<file path="src/rtl/keypad_scanner.sv">
// Matrix keypad scanner: one-cold active-low column strobe, 2-FF row sync,
// frame-based debounce, single-cycle key_valid pulse with row*COLS+col code.
module keypad_scanner #(
   parameter int ROWS           = 4,
   parameter int COLS           = 4,
   parameter int SCAN_DIV       = 1000,
   parameter int DEBOUNCE_SCANS = 4,
   localparam int CW            = $clog2(ROWS*COLS)
) (
   input  logic            clk,
   input  logic            rst,
   input  logic [ROWS-1:0] row_in,
   output logic [COLS-1:0] col_out,
   output logic [CW-1:0]   key_code,
   output logic            key_valid,
   output logic            key_held
);

   localparam int CIW = (COLS > 1) ? $clog2(COLS) : 1;
   localparam int DW  = (SCAN_DIV > 1) ? $clog2(SCAN_DIV) : 1;
   localparam int SW  = $clog2(DEBOUNCE_SCANS + 1);

   typedef enum logic [1:0] {CLS_NONE, CLS_SINGLE, CLS_MULTI} cls_t;

   logic [ROWS-1:0] sync1, row_sync;
   logic [DW-1:0]   dwell;
   logic [CIW-1:0]  col_idx;
   logic [1:0]      acc_cnt;
   logic [CW-1:0]   acc_min;
   cls_t            prev_cls;
   logic [CW-1:0]   prev_code;
   logic [SW-1:0]   stable;

   logic [1:0]      col_hits, frame_cnt;
   logic [2:0]      cnt_sum;
   logic [CW-1:0]   col_min, frame_min;
   cls_t            frame_cls;
   logic            same_cls;
   logic [SW-1:0]   stable_nxt;
   logic            sample_now, frame_end;

   assign sample_now = (dwell == DW'(SCAN_DIV - 1));
   assign frame_end  = sample_now && (col_idx == CIW'(COLS - 1));

   // Frame view including the column being sampled this cycle.
   always_comb begin
      col_hits = 2'd0;
      col_min  = '1;
      // Walk rows high-to-low so the lowest pressed row wins col_min.
      for (int r = ROWS - 1; r >= 0; r--) begin
         if (!row_sync[r]) begin
            if (col_hits != 2'd2) col_hits = col_hits + 2'd1;
            col_min = CW'(r * COLS) + CW'(col_idx);
         end
      end
      cnt_sum   = {1'b0, acc_cnt} + {1'b0, col_hits};
      frame_cnt = (cnt_sum >= 3'd2) ? 2'd2 : cnt_sum[1:0];
      frame_min = (col_min < acc_min) ? col_min : acc_min;
      case (frame_cnt)
         2'd0:    frame_cls = CLS_NONE;
         2'd1:    frame_cls = CLS_SINGLE;
         default: frame_cls = CLS_MULTI;
      endcase
      same_cls = (frame_cls == prev_cls) &&
                 ((frame_cls != CLS_SINGLE) || (frame_min == prev_code));
      if (!same_cls)                          stable_nxt = SW'(1);
      else if (stable == SW'(DEBOUNCE_SCANS)) stable_nxt = stable;
      else                                    stable_nxt = stable + SW'(1);
   end

   always_ff @(posedge clk) begin
      if (rst) begin
         sync1     <= '1;
         row_sync  <= '1;
         dwell     <= '0;
         col_idx   <= '0;
         col_out   <= {{(COLS-1){1'b1}}, 1'b0};
         acc_cnt   <= 2'd0;
         acc_min   <= '1;
         prev_cls  <= CLS_NONE;
         prev_code <= '0;
         stable    <= '0;
         key_code  <= '0;
         key_valid <= 1'b0;
         key_held  <= 1'b0;
      end else begin
         sync1     <= row_in;
         row_sync  <= sync1;
         key_valid <= 1'b0;
         if (sample_now) begin
            dwell   <= '0;
            col_idx <= (col_idx == CIW'(COLS - 1)) ? '0 : col_idx + CIW'(1);
            col_out <= {col_out[COLS-2:0], col_out[COLS-1]};
            if (frame_end) begin
               prev_cls  <= frame_cls;
               prev_code <= frame_min;
               stable    <= stable_nxt;
               acc_cnt   <= 2'd0;
               acc_min   <= '1;
               // Acceptance is folded into the frame-end edge so code, pulse
               // and held flag become visible together in the following cycle.
               if (frame_cls == CLS_SINGLE && stable_nxt == SW'(DEBOUNCE_SCANS) && !key_held) begin
                  key_code  <= frame_min;
                  key_held  <= 1'b1;
                  key_valid <= 1'b1;
               end else if (frame_cls == CLS_NONE && stable_nxt == SW'(DEBOUNCE_SCANS)) begin
                  key_held <= 1'b0;
               end
            end else begin
               acc_cnt <= frame_cnt;
               acc_min <= frame_min;
            end
         end else begin
            dwell <= dwell + DW'(1);
         end
      end
   end

endmodule

</file>
<file path="config.mk">
export PLATFORM = sky130hd
export DESIGN_NAME = keypad_scanner
export DESIGN_NICKNAME = d
export VERILOG_FILES = /design/src/rtl/keypad_scanner.sv
export SDC_FILE = /design/constraint.sdc
export NUM_CORES = 1
export LEC_CHECK = 0
export CAP_MARGIN = 20
export CORE_ASPECT_RATIO = 0.5
export CORE_MARGIN = 5
export CORE_UTILIZATION = 50
export DETAILED_ROUTE_END_ITERATION = 8
export GPL_ROUTABILITY_DRIVEN = 0
export PLACE_DENSITY = 0.8
export SKIP_CTS_REPAIR_TIMING = 1
export SLEW_MARGIN = 40
export SYNTH_ARGS = -nofsm -noshare
export SYNTH_HDL_FRONTEND = slang
export SYNTH_SLANG_ARGS = --single-unit
</file>
<file path="constraint.sdc">
create_clock -name clk -period 11.5 [get_ports clk]
set_clock_uncertainty 0.15 [all_clocks]
set_input_delay 2.3 -clock clk [delete_from_list [all_inputs] [get_ports clk]]
set_output_delay 2.3 -clock clk [all_outputs]
set_load 0.05 [all_outputs]
</file>
==> flow_summary.ini <==
[status]
status = complete, no violations

[drt]
drt-pass1-iter-count = 4
top_layer = met4
via_count = 1883
finalWirelength_mm = 4.66
drc_errors = 0
drt_iter0_markers = 128
met2_length_mm = 2.11
ant_nets = 0
wl_met3_um = 156
routed_via_density = 5.51
wl_per_cell_um = 13.6
wl_met1_mm = 2.29

[die]
num_rows = 17
die_h_um = 58.3
coreArea_um2 = 4450
initial_utilization_pct = 52.4
dieArea_um2 = 6210
ioPinCount = 16
die_width_um = 107

[grt]
grt_util_all_layers_pct = 15.7
grt_max_degree = 44
antenna_found_initial = 0
grt_pass1_vias = 1709
grt_pass1_wl_mm = 7.78
overflow = 0

[setup_path]
startpoint_type = flop
path_max_fanout = 5
required_ns = 11.55
criticalPathCategory = reg2reg
cp.arrival_ns = 4.13
critPathCaptureType = flop

[finish]
fin_cells = 342
final_layout_size_suffix_gt1_share_pct = 12.6
n_antenna_cell = 0
fin_util_pct = 59.8
nFillCells = 360
area_growth_syn_to_layout_pct = 14.2
postLayoutCellArea_um2 = 2660
layout.nets = 304

[power_and_ir_drop]
p_comb_share_pct = 9.6
p_sw_share_pct = 24.1
power.density_nw_per_um2 = 117
power_mw = 0.311
internal_power_mw = 0.236
irDropWorstVdd_mv = 0.0769
p_leak_nw = 1.03
power_switching_mw = 0.0749
p_clk_share_pct = 38.9
p_seq_share_pct = 51.5

[sta]
finalSetupTns_ns = 0
fmax_mhz = 245
final-hold-violation-count = 0
tightest_slew_ns = 0.634
fin_crit_sh_pct = 35.5
layout_setup_ws_ns = 7.42
grt_setup_unrepaired = false
holdWs_ns = 0.264
slew_headroom_pct = 57.4
maxSlewViolCount = 0
finalCriticalPeriod_ns = 4.08
finalSetupViolations = 0

[logic_synthesis]
synth_edf_count = 0
synth_area_per_cell_um2 = 8.73
synth_area_um2 = 2330
synth_seq_cells = 45
synth_top_area_share_pct = 38.7
ys_types = 52
ys_seq_area_share_pct = 38.7
syn_nets = 287
async_flop_share_pct = 0
synthFlopType = dfxtp_1
synth_common_cells = dfxtp_1 (45), nor2_1 (27), a21oi_1 (24), nand2_1 (20)
ys_top_cells_by_area = dfxtp_1 (39%), ha_1 (7.0%), a21oi_1 (5.2%)
yosys_warnings = 0
postSynthCellCount = 267
yosys.area.top_type = dfxtp_1
yosysMostFrequentCell = dfxtp_1

[clock_network]
cts_tree = done
cts_inserted_buffers = 5
cts_root_buffer = clkbuf_8
cts_sinks = 45
clock_path_buffers = 2
cts.htree.levels = 2
clk_latency_ns = 0.30
path_clk_slew_ns = 0.09

[placed_design]
io_buffers = 15
place_area_um2 = 2540
dp_cells = 334
post-place-ws_ns = 7.50
dpl.hpwl_mm = 3.24

[worst_hold_path]
min_path_type = reg2reg

[flow_run]
maxCapViolations = 0
-- kinds of logic (layout without fill, tap and decap cells) --
family                   Yosys count  in the layout  share of synthesized area [%]
AND/OR/NAND/NOR                  123            123                           30.3
AO/OA/AOI/OAI                     51             51                           13.9
flip-flops                        45             45                           38.7
buffers and inverters             19             37                           3.06
adder cells (fa/ha/maj)           14             14                           7.84
multiplexers                       8              8                           3.60
XOR/XNOR                           7              7                           2.63
-- state kept, by name, summed over array words and instances, names as in the netlist --
signal	cells
acc_cnt	2
col_idx	2
sync1	4
stable	3
prev_code	4
key_valid	1
dwell	10
acc_min	4
key_held	1
row_sync	4
prev_cls	2
key_code	4
col_out	4
-- power by group through the flow --
| stage | combinational (mW) | sequential (mW) | clock, mW |
|---|---|---|---|
| finish | 0.0297 | 0.160 | 0.121 |
| global route | 0.0326 | 0.161 | 0.132 |
| CTS | 0.0294 | 0.160 | 0.123 |
| detailed placement | 0.0287 | 0.164 | 0 |
| global placement | 0.0281 | 0.163 | 0 |
| floorplan | 0.0222 | 0.163 | 0 |
-- worst paths after layout --
check | start | endpoint | slack, ns | depth (start not counted)
worst max-delay path | row_sync[2]$_SDFF_PP1_ | key_code[0]$_SDFFE_PP0P_ | 7.42 | 16
worst min-delay path | sync1[2]$_SDFF_PP1_ | row_sync[2]$_SDFF_PP1_ | 0.26 | 1
worst max register to register | row_sync[2]$_SDFF_PP1_ | key_code[0]$_SDFFE_PP0P_ | 7.42 | 16
worst min register to register | sync1[2]$_SDFF_PP1_ | row_sync[2]$_SDFF_PP1_ | 0.26 | 1
-- worst max-delay path, stage by stage, from the launching register on --
cell	delay, ns
dfxtp_1	0.42
inv_1	0.09
ha_1	0.30
mux2i_1	0.21
ha_1	0.20
nor2_1	0.04
a21oi_1	0.15
ha_1	0.16
inv_1	0.05
fa_1	0.53
and2_1	0.23
a211oi_1	0.11
nand4bb_1	0.19
mux2i_1	0.22
o21ai_2	0.12
nor4_4	0.43
mux2_2	0.38
-- metal layers --
| layer | GRT usage [%] | up-vias |
|---|---|---|
| li1 | - | 967 |
| met1 | 20.5 | 879 |
| met2 | 25.7 | 24 |
| met3 | 3.45 | 13 |
| met4 | 5.83 | 0 |
| met5 | 0 | - |
-- area by class of cell --
type,instances,area (um2),area share (%)
tap,57,71.3,2.68
sequential,45,901,33.9
multi-input combinational,203,1370,51.4
inverter,13,48.8,1.83
timing repair buffer,16,158,5.93
clock inverter,3,46.3,1.74
clock buffer,5,68.8,2.59
-- layout by cell type, fill, tap and decap left out, types with 2 or more instances in the layout --
cell type        netlist  final
dfxtp_1               45     45
nor2_1                27     27
a21oi_1               24     24
nand2_1               20     20
clkdlybuf4s50_1        0     15
inv_1                 13     13
ha_1                  13     13
or2_2                 12     12
nand3_1               11     11
o21ai_0                7      7
nand2b_1               7      7
nor3_1                 6      6
mux2i_1                5      5
and2_1                 5      5
nand3b_1               5      5
or3_1                  5      5
clkbuf_8               0      5
and3_1                 4      4
xor2_1                 4      4
a21o_1                 3      3
xnor2_1                3      3
nor2b_1                3      3
a21boi_0               2      2
nand4_1                2      2
nor4_4                 1      2
nor3b_2                2      2
a211oi_1               2      2
nand4b_1               2      2
nor4_1                 2      2
o21bai_1               2      2
mux2_2                 2      2
No activity file was read; power rests on OpenSTA's default activity.
